**src/rtl/tep_pkg.sv**
```systemverilog
// Shared encodings for the main-memory arbiter: FSM states, access owner,
// and the byte-lane enable helper used when decoding memory strobes.
package tep_pkg;

  typedef enum logic [1:0] {
    ST_IDLE  = 2'd0,
    ST_ISSUE = 2'd1,
    ST_WAIT  = 2'd2
  } arb_state_e;

  typedef enum logic {
    OWN_CPU = 1'b0,
    OWN_DMA = 1'b1
  } owner_e;

  // Byte writes enable only the lane selected by address bit 0.
  function automatic logic [1:0] lane_be(input logic byte_wr, input logic a0);
    if (!byte_wr) return 2'b11;
    return a0 ? 2'b10 : 2'b01;
  endfunction

endpackage

```
**src/rtl/dma_deadline_mon.sv**
```systemverilog
// Counts how long a DMA request has waited for its ack and raises a sticky
// underrun flag once the wait reaches the deadline without an ack.
module dma_deadline_mon #(
  parameter int DEADLINE = 6
) (
  input  logic m_clock,
  input  logic p_reset,
  input  logic req,
  input  logic ack,
  input  logic clr,
  output logic underrun
);

  localparam int CW = $clog2(DEADLINE + 1);
  localparam logic [CW-1:0] LIMIT = CW'(DEADLINE);

  logic [CW-1:0] count_q, count_d;
  logic          flag_q, flag_d;
  logic          waiting;
  logic          hit;

  assign waiting = req && !ack;
  assign hit     = waiting && (count_q == LIMIT);

  // A miss in the same cycle as a clear wins so no underrun is ever lost.
  always_comb begin
    count_d = '0;
    flag_d  = flag_q;
    if (waiting) count_d = (count_q == LIMIT) ? count_q : count_q + 1'b1;
    if (clr) flag_d = 1'b0;
    if (hit) flag_d = 1'b1;
  end

  always_ff @(posedge m_clock) begin
    if (p_reset) begin
      count_q <= '0;
      flag_q  <= 1'b0;
    end else begin
      count_q <= count_d;
      flag_q  <= flag_d;
    end
  end

  assign underrun = flag_q;

endmodule

```
**src/rtl/mem_arbiter.sv**
```systemverilog
// Shares the single-port main memory between the CPU and the VGA fetch DMA
// using fixed ISSUE/WAIT access pairs, DMA priority and forced alternation.
module mem_arbiter
  import tep_pkg::*;
#(
  parameter int ADDR_W       = 16,
  parameter int DATA_W       = 16,
  parameter int DMA_DEADLINE = 6
) (
  input  logic              m_clock,
  input  logic              p_reset,
  input  logic              cpu_req,
  input  logic              cpu_we,
  input  logic              cpu_wbyte,
  input  logic [ADDR_W-1:0] cpu_adrs,
  input  logic [DATA_W-1:0] cpu_wdata,
  output logic              cpu_ack,
  output logic [DATA_W-1:0] cpu_rdata,
  input  logic              dma_req,
  input  logic [ADDR_W-1:0] dma_adrs,
  output logic              dma_ack,
  output logic [DATA_W-1:0] dma_rdata,
  output logic              dma_underrun,
  input  logic              underrun_clr,
  output logic              mem_en,
  output logic              mem_we,
  output logic [1:0]        mem_be,
  output logic [ADDR_W-1:0] mem_adrs,
  output logic [DATA_W-1:0] mem_wdata,
  input  logic [DATA_W-1:0] mem_rdata
);

  arb_state_e        state_q, state_d;
  owner_e            owner_q, owner_d;
  logic [ADDR_W-1:0] adrs_q, adrs_d;
  logic              we_q, we_d;
  logic              wbyte_q, wbyte_d;
  logic [DATA_W-1:0] wdata_q, wdata_d;
  logic              grant_cpu, grant_dma;

  // In WAIT the current owner is masked, so the other side wins if pending.
  always_comb begin
    state_d   = state_q;
    owner_d   = owner_q;
    adrs_d    = adrs_q;
    we_d      = we_q;
    wbyte_d   = wbyte_q;
    wdata_d   = wdata_q;
    grant_cpu = 1'b0;
    grant_dma = 1'b0;

    case (state_q)
      ST_IDLE: begin
        if (dma_req)      grant_dma = 1'b1;
        else if (cpu_req) grant_cpu = 1'b1;
      end
      ST_ISSUE: state_d = ST_WAIT;
      ST_WAIT: begin
        state_d = ST_IDLE;
        if (owner_q == OWN_CPU && dma_req)      grant_dma = 1'b1;
        else if (owner_q == OWN_DMA && cpu_req) grant_cpu = 1'b1;
      end
      default: state_d = ST_IDLE;
    endcase

    if (grant_dma) begin
      state_d = ST_ISSUE;
      owner_d = OWN_DMA;
      adrs_d  = dma_adrs;
      we_d    = 1'b0;
      wbyte_d = 1'b0;
      wdata_d = '0;
    end else if (grant_cpu) begin
      state_d = ST_ISSUE;
      owner_d = OWN_CPU;
      adrs_d  = cpu_adrs;
      we_d    = cpu_we;
      wbyte_d = cpu_wbyte;
      wdata_d = cpu_wdata;
    end
  end

  always_ff @(posedge m_clock) begin
    if (p_reset) begin
      state_q <= ST_IDLE;
      owner_q <= OWN_CPU;
      adrs_q  <= '0;
      we_q    <= 1'b0;
      wbyte_q <= 1'b0;
      wdata_q <= '0;
    end else begin
      state_q <= state_d;
      owner_q <= owner_d;
      adrs_q  <= adrs_d;
      we_q    <= we_d;
      wbyte_q <= wbyte_d;
      wdata_q <= wdata_d;
    end
  end

  logic issue, in_wait, byte_wr;
  assign issue   = (state_q == ST_ISSUE);
  assign in_wait = (state_q == ST_WAIT);
  assign byte_wr = we_q && wbyte_q;

  // Memory strobes come only from registered state, never from the requests.
  assign mem_en    = issue;
  assign mem_we    = issue && we_q;
  assign mem_be    = issue ? lane_be(byte_wr, adrs_q[0]) : 2'b00;
  assign mem_adrs  = issue ? {adrs_q[ADDR_W-1:1], 1'b0} : '0;
  assign mem_wdata = !issue ? '0 : (byte_wr ? {(DATA_W/8){wdata_q[7:0]}} : wdata_q);

  assign cpu_ack   = in_wait && (owner_q == OWN_CPU);
  assign dma_ack   = in_wait && (owner_q == OWN_DMA);
  assign cpu_rdata = cpu_ack ? mem_rdata : '0;
  assign dma_rdata = dma_ack ? mem_rdata : '0;

  dma_deadline_mon #(
    .DEADLINE(DMA_DEADLINE)
  ) u_deadline (
    .m_clock (m_clock),
    .p_reset (p_reset),
    .req     (dma_req),
    .ack     (dma_ack),
    .clr     (underrun_clr),
    .underrun(dma_underrun)
  );

endmodule

```
**config.mk**
```make
export PLATFORM = sky130hd
export DESIGN_NAME = mem_arbiter
export DESIGN_NICKNAME = d
export VERILOG_FILES = /design/src/rtl/tep_pkg.sv /design/src/rtl/dma_deadline_mon.sv /design/src/rtl/mem_arbiter.sv
export SDC_FILE = /design/constraint.sdc
export NUM_CORES = 1
export LEC_CHECK = 0
export BUFFER_PORTS_ARGS = -buffer_cell sky130_fd_sc_hd__buf_2
export CAP_MARGIN = 30
export CELL_PAD_IN_SITES_DETAIL_PLACEMENT = 1
export CELL_PAD_IN_SITES_GLOBAL_PLACEMENT = 1
export CORE_AREA = 5 5 131 83
export DETAILED_ROUTE_END_ITERATION = 10
export DIE_AREA = 0 0 136 88
export GPL_TIMING_DRIVEN = 0
export PLACE_DENSITY = 0.8
export SLEW_MARGIN = 40
export SYNTH_ARGS = -nofsm -noshare
export SYNTH_HDL_FRONTEND = slang
export SYNTH_SLANG_ARGS = --single-unit
```
**constraint.sdc**
```tcl
create_clock -name m_clock -period 1.35 [get_ports m_clock]
set_input_delay 0.27 -clock m_clock [delete_from_list [all_inputs] [get_ports m_clock]]
set_output_delay 0.27 -clock m_clock [all_outputs]
set_load 0.02 [all_outputs]
```
==> results by group, run 1 <==
Final layout
  • Post-route cell area: 5020 um2
  • Final net count: 564
  • Multi-input logic area: 2060 um2
  • Reg area: 832 um2
  • N_diodes: 0
  • Fillcell total: 1,071
  • Layout cells sized above 1: 69.7%
  • Core Util, Final: 52.4%
  • Layout Area Growth over Synthesis: 99.1%

STA
  • Fin. Hold Viols: 0
  • Slew @ Worst Pin: 0.839 ns
  • Slew HR: 44.0%
  • Setup WS post-layout: -0.381 ns
  • Crit share post-route: 128%
  • Layout Skew: 0.00971 ns
  • Max frequency: 578 MHz
  • Slew Viols, Final: 0
  • Final Critical Period: 1.73 ns
  • RSZ-0062 raised after global routing: true
  • Final setup fails: 105

Synth
  • Syn_area_per_cell: 7.90 um2
  • Post-synthesis sequential area ratio: 32.6%
  • Most common cell in the netlist: and2_1
  • Cell area after synthesis: 2520 um2
  • Most used flip-flop cell after synthesis: dfxtp_1
  • Yosys warning count: 0
  • Synthesis-stage register bit count: 41
  • Async S/R FF share, synth: 0%
  • Yosys cell types: 29
  • Ranking of synthesized cells by area: dfxtp_1, and2_1, o211ai_1
  • Syn nets: 392
  • Post-synth EDFFs: 0
  • Synth cell count leaders: and2_1, dfxtp_1, o211ai_1, o31ai_1, a21oi_1
  • Area leader, netlist: dfxtp_1
  • Post-synth top area share: 32.6%
  • Post-Syn Instances: 319

Setup path
  • CP max-delay cell: dfxtp_4
  • Crit path DAT: 1.46 ns
  • Worst Path Buf+Inv: 3
  • Cells along the critical path: or2b_4, inv_8, buf_8, and2_4, buf_6
  • Worst path max stage delay: 0.37 ns
  • CP startpoint kind: flip-flop
  • Worst R2R Start: state_q[1]$_SDFFE_PP0P_
  • Required time of the critical path: 1.08 ns
  • Crit Path Category: reg2out
  • Crit end category: primary output
  • CP Launch Point: state_q[0]$_SDFFE_PP0P_
  • Crit path max-delay family: simple AND/OR/NAND/NOR gates
  • Worst-path maximum fanout: 6

Clock network
  • Clk_lat worst skew: 0.29 ns
  • CTS tree: yes
  • Clk pin slew, worst setup/hold paths: 0.06 ns
  • Maximum clock path buffer count: 2
  • Clock Tree Root: clkbuf_16
  • H-tree depth: 2
  • Hold bufs inserted after CTS: 0
  • Num CTS Buffers: 5
  • Sinks on Clock Net: 41

Global routing
  • Initial antenna violation count: 3
  • Total track usage: 20.8%
  • Total grt overflow: 0
  • Number of global-route vias before repair: 3,618
  • Largest net degree at the start of global routing: 14
  • Global-route wire length before repair: 19,600 um

Min path
  • HP Class: in2reg
  • Worst Min Path Start: underrun_clr

Place
  • Pre-CTS WS: -0.365 ns
  • Input/output buffers: 140
  • DP Area: 3470 um2
  • Routability cong.: 0.828
  • Hpwl dp: 8140 um

Detailed routing
  • Initial detailed-routing violation count: 234
  • First-pass iteration count of the detailed router: 4
  • Vias per std cell: 5.27
  • Drt total wl: 13,100 um
  • Drt drc: 0
  • Antenna viol nets, final: 0
  • Drt wl/cell: 20.8 um
  • Vias: 3,304

Die
  • I/O pin cnt: 142
  • Die Ht: 88 um
  • Core area: 9560 um2
  • Row cnt: 28
  • Starting Density: 26.3%
  • DIE AREA: 12,000 um2
  • Die W: 136 um

Run status
  • Status: complete, but fails checks
  • Failing checks: negative setup slack

Power and ir drop
  • Pwr per Cell Area: 750 nW/um2
  • Maximum vdd drop: 0.000472 V
  • LEAKAGE: 0.00204 uW

Job
  • Maxcap violations: 0
worst min-delay path, delay by kind of cell:
kind	cells	cell delay, ns
simple gates	2	0.10
buf+inv	1	0.08
compound gates	1	0.05
final cells by class:
cell class                 instances  area share [%]
buffer                            35            7.06
clock buffer                       5            2.49
timing repair buffer             170            28.8
clock inverter                     3           0.349
tap                              135            3.37
sequential                        41            16.6
multi-input combinational        236            41.0
inverter                           2           0.299
per-layer routing:
| layer | GRT usage [%] | wire length [um] | vias up |
|---|---|---|---|
| li1 | - | - | 1524 |
| met1 | 26.2 | 5640 | 1609 |
| met2 | 35.3 | 6190 | 148 |
| met3 | 6.60 | 1100 | 17 |
| met4 | 4.39 | 119 | 6 |
| met5 | 0 | 28 | - |
timing repair:
item	4_1_cts	5_1_grt
pin swaps	42	13
resized for setup	289	78
setup endpoints to repair	109	108
setup buffers	14	11
cloned	7	0
kinds of logic (layout without fill, tap and decap cells):
family | after synthesis | after routing | synth area share [%]
simple gates | 114 | 114 | 25.0
other cells | 1 | 1 | 0.149
buf+inv | 42 | 215 | 8.04
compound gates | 118 | 118 | 32.9
xor+xnor | 1 | 1 | 0.348
flops | 41 | 41 | 32.6
fa+ha+maj | 2 | 2 | 0.993
state kept, by name, indices dropped and copies added (netlist names):
register	count
state_q	2
owner_q	1
wdata_q	16
u_deadline.underrun	1
adrs_q	16
we_q	1
wbyte_q	1
u_deadline.count_q	3
metrics by stage:
stage / TNS [ns] / instances / hold slack [ns] / power, uW
final: -27.01 / 627 / 0.253 / 3760
after global routing: -32.27 / 627 / 0.261 / 3900
after CTS: -24.31 / 620 / 0.260 / 3600
after detailed placement: -24.44 / 594 / 0.463 / 2080
after global placement: -19.57 / 594 / 0.457 / 2050
after floorplan: -2.03 / 319 / 0.438 / 1780
layout by cell type (no fill, tap or decap), drive strengths merged:
| cell type | instances |
|---|---|
| and3b | 1 |
| or2 | 1 |
| nand2b | 2 |
| clkbuf | 19 |
| nor3 | 17 |
| inv | 2 |
| nor3b | 1 |
| nor2b | 3 |
| buf | 191 |
| a311oi | 16 |
| xnor2 | 1 |
| nor2 | 9 |
| and2 | 58 |
| o211ai | 34 |
| clkinv | 2 |
| clkinvlp | 1 |
| o21ai | 3 |
| o31ai | 34 |
| conb | 1 |
| a21oi | 29 |
| o21bai | 1 |
| or3b | 1 |
| or2b | 1 |
| nand2 | 20 |
| a211oi | 1 |
| dfxtp | 41 |
| ha | 2 |
where the power goes:
group	internal [uW]	switching (uW)	total, uW
sequential	1280	70.5	1350
clock	679	517	1200
combinational	590	620	1210
total	2550	1210	3760
final timing paths:
| check | endpoint | slack [ns] | cells after the start |
|---|---|---|---|
| max | mem_adrs[6] | -0.38 | 5 |
| min | u_deadline.underrun$_SDFFE_PP0P_ | 0.25 | 4 |
| max reg2reg | adrs_q[15]$_SDFFE_PP0P_ | -0.23 | 7 |
| min reg2reg | u_deadline.underrun$_SDFFE_PP0P_ | 0.46 | 2 |
Power figures use the tool's default switching activity.
==> run 2, diff against run 1 <==
--- a/config.mk
+++ b/config.mk
@@ -5,14 +5,14 @@
 export SDC_FILE = /design/constraint.sdc
 export NUM_CORES = 1
 export LEC_CHECK = 0
-export BUFFER_PORTS_ARGS = -buffer_cell sky130_fd_sc_hd__buf_2
+export BUFFER_PORTS_ARGS = -buffer_cell sky130_fd_sc_hd__buf_4
 export CAP_MARGIN = 30
 export CELL_PAD_IN_SITES_DETAIL_PLACEMENT = 1
 export CELL_PAD_IN_SITES_GLOBAL_PLACEMENT = 1
 export CORE_AREA = 5 5 131 83
 export DETAILED_ROUTE_END_ITERATION = 10
 export DIE_AREA = 0 0 136 88
-export GPL_TIMING_DRIVEN = 0
+export GPL_TIMING_DRIVEN = 1
 export PLACE_DENSITY = 0.8
 export SLEW_MARGIN = 40
 export SYNTH_ARGS = -nofsm -noshare
==> results by group, run 2 (synthesis results as in run 1) <==
Run status
  • Status: complete, but fails checks
  • Failing checks: negative setup slack

STA
  • Tightest hold margin: 0.269 ns (+0.0158 ns)
  • Max frequency: 576 MHz (-0.28%)
  • Layout Skew: 0.00487 ns (-0.00485 ns)
  • Crit share post-route: 129% (+0.36 points)
  • Fin. Hold Viols: 0 (unchanged)
  • Final setup fails: 103 (-1.9%)
  • Final Critical Period: 1.74 ns (+0.00491 ns)
  • Fin Setup TNS: -26.78 ns (+0.232 ns)
  • Slew Viols, Final: 0 (unchanged)
  • RSZ-0062 raised after global routing: true
  • Setup WS post-layout: -0.386 ns (-0.00491 ns)

Setup path
  • Worst R2R Start: state_q[1]$_SDFFE_PP0P_
  • Crit end category: primary output
  • Top cell by count, worst path: buf_6
  • CP startpoint kind: flip-flop
  • Crit path max-delay family: simple AND/OR/NAND/NOR gates
  • Crit path DAT: 1.47 ns (about the same)
  • Worst-path maximum fanout: 8 (+2)
  • Worst path max stage delay: 0.33 ns (-0.04 ns)
  • Required time of the critical path: 1.08 ns (about the same)
  • Crit Path Category: reg2out
  • Worst Path Buf+Inv: 3 (unchanged)
  • CP Launch Point: state_q[0]$_SDFFE_PP0P_
  • CP max-delay cell: dfxtp_2
  • Cells along the critical path: buf_6, nor3b_4, buf_6, and2_4, buf_6

Clock network
  • CTS tree: yes
  • Clock Tree Root: clkbuf_16
  • Clk pin slew, worst setup/hold paths: 0.06 ns (about the same)
  • Maximum clock path buffer count: 2 (unchanged)
  • H-tree depth: 2 (unchanged)
  • Clk_lat worst skew: 0.28 ns (about the same)
  • Sinks on Clock Net: 41 (unchanged)
  • Num CTS Buffers: 5 (unchanged)

Final layout
  • Most common cell after layout, fill and taps aside: buf_4
  • Layout Area Growth over Synthesis: 91.0%
  • Layout cells sized above 1: 60.4% (-9.3 points)
  • Final net count: 544 (-3.5%)
  • Core Util, Final: 50.3% (-2.1 points)
  • Non-Filler Instances: 607 (-3.2%)
  • Commonest non-fill, non-tap cells in the layout: buf_4, buf_6, dfxtp_1
  • Largest regs: adrs_q (16), wdata_q (16), u_deadline.count_q (3)
  • Fillcell total: 1,096 (+2.3%)
  • N_diodes: 0 (unchanged)

Min path
  • HP Class: in2reg
  • Worst Min Path Start: underrun_clr

Place
  • Hpwl dp: 8020 um (-1.5%)
  • Routability cong.: 0.833 (+0.60%)
  • Cells after DPL: 582 (-2.0%)
  • Input/output buffers: 140 (unchanged)

Power and ir drop
  • Flop pwr share: 35.9% (about the same)
  • Combinational power share: 30.5% (-1.7 points)
  • LEAKAGE: 0.00195 uW (-4.0%)
  • Pwr per Cell Area: 775 nW/um2 (+3.4%)
  • Internal power: 2660 uW (+4.0%)
  • Maximum vdd drop: 0.000667 V (+41%)
  • Sw Pwr: 1070 uW (-11%)
  • Clock power share: 33.6% (+1.8 points)
  • Sw frac: 28.8% (-3.3 points)

Job
  • Maxcap violations: 0 (unchanged)

Detailed routing
  • Antenna viol nets, final: 0 (unchanged)
  • Vias: 3,083 (-6.7%)
  • Drt total wl: 11,700 um (-10%)
  • Initial detailed-routing violation count: 128 (-45%)
  • Vias per std cell: 5.08 (-3.6%)
  • Drt drc: 0 (unchanged)
  • Drt wl/cell: 19.3 um (-7.3%)
  • First-pass iteration count of the detailed router: 4 (unchanged)

Global routing
  • Number of global-route vias before repair: 3,172 (-12%)
  • Total track usage: 17.9% (-2.9 points)
  • Initial antenna violation count: 0 (-3)
  • Largest net degree at the start of global routing: 36 (+22)
  • Total grt overflow: 0 (unchanged)
  • Global-route wire length before repair: 17,200 um (-12%)

Die
  • Core area: 9560 um2 (unchanged)
  • DIE AREA: 12,000 um2 (unchanged)
  • Starting Density: 26.3% (unchanged)
  • Die W: 136 um (unchanged)
  • I/O pin cnt: 142 (unchanged)
  • Row cnt: 28 (unchanged)
  • Die Ht: 88 um (unchanged)
run 2: cell count changes in the layout (fill, tap and decap cells not counted), sizes merged:
| cell | previous run | this run |
|---|---|---|
| buf | 191 | 181 |
| clkbuf | 19 | 10 |
| clkinvlp | 1 | 0 |
| bufbuf | 0 | 1 |
| clkinv | 2 | 1 |
run 2: worst register-to-register path: stages (launching register included):
cell and delay [ns]:
dfxtp_4 0.35, buf_4 0.12, buf_4 0.12, nor2b_2 0.29
buf_12 0.20, o31ai_1 0.09, a311oi_1 0.32
run 2: stage by stage:
step | setup slack (ns) | power, uW | instance area [um2]
after floorplan | -0.0951 | 1780 | 2600
after global placement | -0.0945 | 2230 | 3960
after detailed placement | -0.174 | 2260 | 3960
after CTS | -0.378 | 3620 | 4460
after global routing | -0.471 | 3900 | 4810
final | -0.386 | 3730 | 4810
run 2: power by group through the flow:
stage	Clock, uW	Combinational, uW	Sequential [uW]
after floorplan	0	442	1340
after global placement	0	877	1350
after detailed placement	0	899	1360
after CTS	1290	1000	1330
after global routing	1340	1210	1340
final	1250	1140	1340
run 2: cell type report:
| class | instances | area [um2] | area share (%) |
|---|---|---|---|
| tap | 135 | 169 | 3.51 |
| multi-input combinational | 236 | 1820 | 37.9 |
| timing repair buffer | 185 | 1830 | 38.0 |
| clock inverter | 1 | 5.00 | 0.104 |
| sequential | 41 | 826 | 17.2 |
| inverter | 2 | 7.51 | 0.156 |
| clock buffer | 7 | 153 | 3.17 |
run 2: worst paths after layout:
check	cells past startpoint	endpoint	slack, ns
worst min register to register	2	u_deadline.underrun$_SDFFE_PP0P_	0.47
worst max-delay path	5	cpu_rdata[3]	-0.39
worst max register to register	6	adrs_q[0]$_SDFFE_PP0P_	-0.25
worst min-delay path	4	u_deadline.underrun$_SDFFE_PP0P_	0.27
run 2: timing repair:
action,in CTS,in global routing
resized for setup,72,59
endpoints found under the setup margin,107,107
pin swaps,0,17
buffers inserted,4,4
cloned,2,7
hold buffers,0,0
run 2: layer usage:
metal	vias up	GRT usage, %	part of all wire, %
met3	4	5.68	8.7
met2	118	29.5	47
met5	-	0	0
met1	1488	23.8	44
met4	0	2.20	0.27
li1	1473	-	-
